`config.mk`:
```
export PLATFORM = sky130hd
export DESIGN_NAME = alu_unit_flat
export DESIGN_NICKNAME = d
export VERILOG_FILES = /design/src/rtl/alu_pkg.sv /design/src/rtl/alu_if.sv /design/src/rtl/alu_divider.sv /design/src/rtl/alu_unit.sv /design/src/flat_wrapper.sv
export SDC_FILE = /design/constraint.sdc
export NUM_CORES = 1
export LEC_CHECK = 0
export ABC_AREA = 1
export CAP_MARGIN = 30
export CORE_ASPECT_RATIO = 2
export CORE_UTILIZATION = 50
export CTS_CLUSTER_DIAMETER = 120
export DETAILED_ROUTE_END_ITERATION = 12
export GPL_TIMING_DRIVEN = 0
export PLACE_DENSITY = 0.77
export SLEW_MARGIN = 25
export SYNTH_ARGS = -nofsm -noshare
export SYNTH_HDL_FRONTEND = slang
export SYNTH_HIERARCHICAL = 1
export SYNTH_SLANG_ARGS = --single-unit
```
`constraint.sdc`:
```
create_clock -name clk -period 0.8 [get_ports clk]
set_input_delay 0.24 -clock clk [delete_from_list [all_inputs] [get_ports clk]]
set_output_delay 0.24 -clock clk [all_outputs]
set_load 0.05 [all_outputs]
```
`src/rtl/alu_pkg.sv`:
```
// Shared definitions for the registered ALU: opcode encoding and default datapath width.
package alu_pkg;

  localparam int ALU_W = 4;

  typedef enum logic [3:0] {
    OP_ADD  = 4'd0,
    OP_SUB  = 4'd1,
    OP_ABSD = 4'd2,
    OP_MUL  = 4'd3,
    OP_DIV  = 4'd4,
    OP_MOD  = 4'd5,
    OP_AND  = 4'd6,
    OP_OR   = 4'd7,
    OP_XOR  = 4'd8,
    OP_SHL  = 4'd9,
    OP_SHR  = 4'd10
  } alu_op_e;

endpackage

```
`src/rtl/alu_if.sv`:
```
// Operand/opcode bundle driven into the ALU and its registered result and flags.
interface alu_if #(parameter int N = 4) ();

  logic [N-1:0] a;
  logic [N-1:0] b;
  logic [3:0]   select;
  logic [N-1:0] outMux;
  logic         Cout;
  logic         NegFlag;
  logic         zeroFlag;

  modport master (output a, b, select, input outMux, Cout, NegFlag, zeroFlag);
  modport slave  (input a, b, select, output outMux, Cout, NegFlag, zeroFlag);

endinterface

```
`src/rtl/alu_divider.sv`:
```
// Combinational unsigned restoring divider; quotient/remainder are undefined when
// div_by_zero is set and the caller substitutes its own values.
module alu_divider #(
  parameter int N = 4
) (
  input  logic [N-1:0] dividend,
  input  logic [N-1:0] divisor,
  output logic [N-1:0] quotient,
  output logic [N-1:0] remainder,
  output logic         div_by_zero
);

  logic [N:0] rem;

  always_comb begin
    // NOTE: every variable gets a default before the loop so no path leaves it
    // unassigned (no latch); blocking '=' is required here because each
    // iteration reads the partial remainder the previous one just wrote.
    rem      = '0;
    quotient = '0;
    for (int i = N - 1; i >= 0; i--) begin
      rem = {rem[N-1:0], dividend[i]};
      if (rem >= {1'b0, divisor}) begin
        rem         = rem - {1'b0, divisor};
        quotient[i] = 1'b1;
      end
    end
    remainder = rem[N-1:0];
  end

  assign div_by_zero = (divisor == '0);

endmodule

```
`src/rtl/alu_unit.sv`:
```
// 4-bit registered ALU: opcode mux plus carry/negative/zero flags, one register stage.
// Define ALU_DIV_EN to build DIV/MOD; otherwise those opcodes behave as reserved.
module alu_unit
  import alu_pkg::*;
#(
  parameter int N = ALU_W
) (
  input  logic clk,
  input  logic rst,
  alu_if.slave bus
);

  logic [N-1:0]   res;
  logic           carry;
  logic           neg;
  logic [N:0]     sum;
  logic [2*N-1:0] prod;
  logic           a_lt_b;

  assign sum    = {1'b0, bus.a} + {1'b0, bus.b};
  assign prod   = {{N{1'b0}}, bus.a} * {{N{1'b0}}, bus.b};
  assign a_lt_b = (bus.a < bus.b);

`ifdef ALU_DIV_EN
  logic [N-1:0] quot;
  logic [N-1:0] rmd;
  logic         dbz;

  alu_divider #(.N(N)) u_div (
    .dividend    (bus.a),
    .divisor     (bus.b),
    .quotient    (quot),
    .remainder   (rmd),
    .div_by_zero (dbz)
  );
`endif

  always_comb begin
    res   = '0;
    carry = 1'b0;
    neg   = 1'b0;
    case (alu_op_e'(bus.select))
      OP_ADD: begin
        res   = sum[N-1:0];
        carry = sum[N];
      end
      OP_SUB: begin
        res   = bus.a - bus.b;
        carry = a_lt_b;
        neg   = a_lt_b;
      end
      OP_ABSD: begin
        res = a_lt_b ? (bus.b - bus.a) : (bus.a - bus.b);
        neg = a_lt_b;
      end
      OP_MUL: begin
        res   = prod[N-1:0];
        carry = |prod[2*N-1:N];
      end
`ifdef ALU_DIV_EN
      OP_DIV: begin
        res   = dbz ? '1 : quot;
        carry = dbz;
      end
      OP_MOD: begin
        res   = dbz ? bus.a : rmd;
        carry = dbz;
      end
`endif
      OP_AND: res = bus.a & bus.b;
      OP_OR:  res = bus.a | bus.b;
      OP_XOR: res = bus.a ^ bus.b;
      OP_SHL: begin
        res   = {bus.a[N-2:0], 1'b0};
        carry = bus.a[N-1];
      end
      OP_SHR: begin
        res   = {1'b0, bus.a[N-1:1]};
        carry = bus.a[0];
      end
      default: ;
    endcase
  end

  // NOTE: only the output register needs reset; zeroFlag resets to 1 so it
  // stays consistent with the cleared result.
  always_ff @(posedge clk or posedge rst) begin
    if (rst) begin
      bus.outMux   <= '0;
      bus.Cout     <= 1'b0;
      bus.NegFlag  <= 1'b0;
      bus.zeroFlag <= 1'b1;
    end else begin
      bus.outMux   <= res;
      bus.Cout     <= carry;
      bus.NegFlag  <= neg;
      bus.zeroFlag <= (res == '0);
    end
  end

endmodule

```
`src/flat_wrapper.sv`:
```
// flat-port wrapper written by rule: the top's interface ports become plain ports
module alu_unit_flat import alu_pkg::*;
#(
  parameter int N = ALU_W
)
  (clk, rst, bus_a, bus_b, bus_select, bus_outMux, bus_Cout, bus_NegFlag, bus_zeroFlag);
  alu_if #(.N(N)) bus_i ();
  input  logic clk;
  input  logic rst;
  input wire logic [$bits(bus_i.a)-1:0] bus_a;
  input wire logic [$bits(bus_i.b)-1:0] bus_b;
  input wire logic [$bits(bus_i.select)-1:0] bus_select;
  output wire logic [$bits(bus_i.outMux)-1:0] bus_outMux;
  output wire logic [$bits(bus_i.Cout)-1:0] bus_Cout;
  output wire logic [$bits(bus_i.NegFlag)-1:0] bus_NegFlag;
  output wire logic [$bits(bus_i.zeroFlag)-1:0] bus_zeroFlag;
  assign bus_i.a = bus_a;
  assign bus_i.b = bus_b;
  assign bus_i.select = bus_select;
  assign bus_outMux = bus_i.outMux;
  assign bus_Cout = bus_i.Cout;
  assign bus_NegFlag = bus_i.NegFlag;
  assign bus_zeroFlag = bus_i.zeroFlag;
  alu_unit #(.N(N)) u_core (.clk(clk), .rst(rst), .bus(bus_i));
endmodule
```
=== Yosys cells after proc, flatten, opt, wreduce, memory -nomap -nowiden ===
Index checks and enable logic that the tools add are counted.

* Bits in registers: 7
* Input port bits: 14
* Output and inout port bits: 7
* Logic and storage cells: 28

* Add/subtract/negate cells: 3
* Multipliers: 1
* Order comparisons: 1
* Eq/ne operators: 8
* Muxes and demuxes: 4
* Bitwise gates (word level): 3
* Reduce and logical (&&, ||, !) cells: 4

{| class="wikitable"
|+ Operators by type and width
! cell !! number
|-
| 4-bit one-hot mux with 9 select lines || 1
|-
| 4-bit equality test, second input constant || 3
|-
| 4-bit by 2-bit equality test with 1-bit output, second input constant || 2
|-
| 4-bit by 3-bit equality test with 1-bit output, second input constant || 2
|-
| 4-bit zero test || 2
|-
| 4-bit by 4-bit multiplier with 8-bit output || 1
|-
| 4-bit subtractor || 2
|-
| 4-bit by 4-bit adder with 5-bit output || 1
|-
| 1-bit one-hot mux with 5 select lines || 1
|-
| 4-bit AND || 1
|-
| 4-bit by 1-bit equality test with 1-bit output, second input constant || 1
|-
| 4-bit < comparator || 1
|-
| 4-bit two-way mux || 1
|-
| 4-bit OR || 1
|-
| 4-bit OR reduction || 1
|-
| 4-bit bitwise XOR || 1
|-
| 2-bit OR reduction || 1
|-
| 1-bit two-way mux || 1
|}

=== Logic depth before layout (Yosys ltp) ===
* Depth after elaboration: 4
* Depth in mapped cells: 14
* Depth with buffers taken out: 14

=== Worst setup path after synthesis ===
Ideal clock, no wire load.

* Path type: input -> register
* Start point: in bus_b[3]
* End point: reg u_core.bus.zeroFlag
* Library setup time: 67 ps
* Data arrival time: 2,374 ps
* Data required time: 733 ps
* Slack: -1,641 ps
* Stages on the path: 12
* Buffers on the path: 0
* Cells stage by stage: nand2_1 > fa_1 > fa_1 > inv_1 > fa_1 > nand3_1 > nand3_1 > nor2_1 > nand2_1 > nor2_2 > nand2_1 > nor2_1

* Cells in the longest elaborated chain, start to end: 4
* Elaborated cells between the ends (all ways): 11
* Classes of those cells: add/sub: 3; mul: 1; order compare: 1; mux: 2; bitwise: 3; reduce/logical: 1

{| class="wikitable"
|+ Ends and longest elaborated chain
! item !! line !! text
|-
| from (decl) || flat_wrapper.sv:11 || <nowiki>input wire logic [$bits(bus_i.b)-1:0] bus_b;</nowiki>
|-
| parallel branches: the longest is 2 deep, another holds 4-bit by 4-bit multiplier with 8-bit output || -- ||
|-
| 4-bit one-hot mux with 9 select lines * || alu_unit.sv:42 || <nowiki>case (alu_op_e'(bus.select))</nowiki>
|-
| 4-bit zero test * || alu_unit.sv:97 || <nowiki>bus.zeroFlag <= (res == '0);</nowiki>
|-
| to (signal assigned) || alu_unit.sv:97 ||
|-
| to (decl) || alu_if.sv:13 || <nowiki>modport slave (input a, b, select, output outMux, Cout, NegFlag, zeroFlag);</nowiki>
|}

Mark *: on every way between the ends.

=== Final worst setup path ===
* Start point: in bus_b[2]
* End point: reg u_core.bus.zeroFlag

The elaborated chain is that of the path after synthesis.

==> results.toml <==
[route]
dr.pass1.iters = 5
wl_um = 4420
via_count = 1603
wl_per_cell_um = 15.7
ant_nets = 0
routed_via_density = 5.68
drt-initial-drc-count = 64
drc_errors = 0

[yosys]
yosysTopAreaCellShare_pct = 22.9
synth.largest_area_cell = "ha_1"
ys_warn_count = 6
syn_nets = 263
ys_types = 25
ys_ff_latch = 7
synthTopCellsByArea = "ha_1 23%, nand2_1 12%, dfrtp_1 10%, nand3_1 9.8%, fa_1 9.5%"
syn-mean-instance-area_um2 = 6.87
syn-cell-area_mm2 = 0.00148
yosysSeqAreaShare_pct = 11.9
syn_inst = 215

[final_layout]
layout.nets = 302
diodes = 0
areaGrowthSynthToFinish_pct = 48.9
drive_gt1_share_pct = 38.3
final_area_mm2 = 0.00220

[worst_setup_path]
worstPathCellList = "buf_12, nand2_4, fa_1, fa_1, inv_2, fa_2, nand3_2, nand3_2, nor2_4, nand2_2, nor2_4, nand2_1, nor2_1"
cp_max_fo = 4
critPathCaptureType = "register"
startpoint_type = "primary input"
cp.arrival_ns = 2.54
slowest_stage = "fa_1"
critPathRequiredTime_ns = 0.95
cp_slowest_stage_delay_ns = 0.58
critPathKind = "in2reg"

[timing]
tns_ns = -8.74
fin_crit_sh_pct = 298
whs_ns = 0.247
fin_crit_ns = 2.39
rsz0062_at_grt = "true"
fin_ws_ns = -1.59
worstMarginPinSlew_ns = 0.376
slew_viol_final = 0
slew_headroom_pct = 74.9
setup_violations = 14
max_freq_mhz = 419
finalHoldViolations = 0

[placed_design]
hpwl_um = 3440
dp_slack_ns = -2.75
gp_congestion = 0.909
dpl_cell_area_mm2 = 0.00188
io_buffers = 20

[worst_hold_path]
worstHoldPathType = "in2async"

[global_route]
grt-ovfl-total = 0
grt_max_degree = 9
gr-usage-all-layers_pct = 30.2
antenna_found_initial = 0
grt_pass1_wl_um = 6930
grt_pass1_vias = 1659

[floorplan]
start_util_pct = 53.3
die_x_um = 40.4
rows = 27
core-area_mm2 = 0.00277
dieArea_mm2 = 0.00319
io_pins = 21
dieHeight_um = 78.9

[clock_tree]
cts_sinks = 7
path_clk_slew_ns = 0.04
clockRootBuffer = "clkbuf_8"
cts.path.max_buffers = 2
numCtsBuffers = 3
cts_tree = "yes"
htree_levels = 1

[run_status]
run_status = "complete, but fails checks"
violations = "negative setup slack"

[power]
power_density_mw_per_mm2 = 1080
totalPowerFinal_mw = 2.39
irDropWorstVdd_v = 0.000724
leakagePower_nw = 1.14

[run]
drv_cap = 0
==> logic make-up after synthesis <==
family / count (synthesis) / share of synthesized area (%)
compound gates: 14 / 6.01
buf+inv: 41 / 10.7
xor+xnor: 5 / 2.96
fa+ha+maj: 34 / 32.3
flops: 7 / 11.9
simple gates: 114 / 36.1
==> report_power, final <==
group / total [mW] / internal, mW / leakage (nW) / switching [mW]
Sequential: 0.437 / 0.415 / 0.0809 / 0.0223
Clock: 0.472 / 0.343 / 0.0228 / 0.130
Combinational: 1.48 / 0.634 / 1.03 / 0.843
==> synth_stat cells <==
master    instances
nor2_2            6
nor2_1           16
xnor2_1           4
nand4_1           3
dfrtp_1           6
nand3b_1          4
inv_2             5
dfstp_2           1
nand2_1          49
nor3_1            1
ha_1             27
nor2_4            1
xor2_1            1
o21ai_0           2
buf_4             1
a21oi_4           1
nand2_2           2
or2_0             1
nand2_4           2
o211ai_1          2
nand3_1          29
inv_1            35
a21boi_0          1
a21oi_1           8
fa_1              7
==> metrics by stage <==
stage	instances	utilization [%]
6_report	282	79.4
5_1_grt	282	79.4
4_1_cts	279	77.4
3_5_place_dp	264	67.8
3_3_place_gp	264	67.8
2_1_floorplan	215	-
==> path summary, 6_finish.rpt <==
path / from / endpoint / slack (ns)
worst max-delay path: bus_b[2] / u_core/bus.zeroFlag$_DFF_PP1_ / -1.59
worst min-delay path: rst / u_core/bus.Cout$_DFF_PP0_ / 0.25
max in group asynchronous: rst / u_core/bus.zeroFlag$_DFF_PP1_ / 0.29
min in group clk: bus_select[1] / u_core/bus.NegFlag$_DFF_PP0_ / 0.46
==> sequential cells by signal, summed over array words and instances (netlist names) <==
register / count
u_core/bus.NegFlag: 1
u_core/bus.Cout: 1
u_core/bus.zeroFlag: 1
u_core/bus.outMux: 4
==> routing by layer <==
layer | global-route usage (%) | up-vias | wire, um
li1 | - | 756 | -
met5 | 0 | - | 0
met2 | 54.1 | 70 | 2560
met1 | 29.1 | 754 | 1430
met3 | 2.23 | 23 | 167
met4 | 20.0 | 0 | 263
==> repair_timing <==
action / in CTS / in global routing
hold buffers: 0 / 0
buffers inserted: 11 / 4
gates resized for setup: 148 / 15
pin swaps: 20 / 20
endpoints found under the setup margin: 14 / 14
==> cells in the final DEF, fill, tap and decap left out, types with 5 or more instances in the layout <==
cell type,count
nand2_1,42
inv_1,29
nand3_1,26
ha_1,16
nor2_1,12
buf_4,11
buf_6,9
ha_4,9
inv_2,7
buf_12,6
nor2_2,6
nand2_2,6
a21oi_1,6
dfrtp_2,6
nor2_4,5
fa_1,5
==> critical path, delay by kind of cell <==
kind,cells,cell delay [ns]
adder cells (fa/ha/maj),3,1.46
buffers and inverters,2,0.16
AND/OR/NAND/NOR,8,0.66
==> layout make-up <==
type,count,area (um2)
repair buffers,34,383
fillers,200,571
plain buffers,1,7.51
well taps,29,36.3
flip-flops and latches,7,184
inverters,40,180
clock buffers,4,45.0
multi-input cells,167,1360
(Power assumes the default switching activity.)
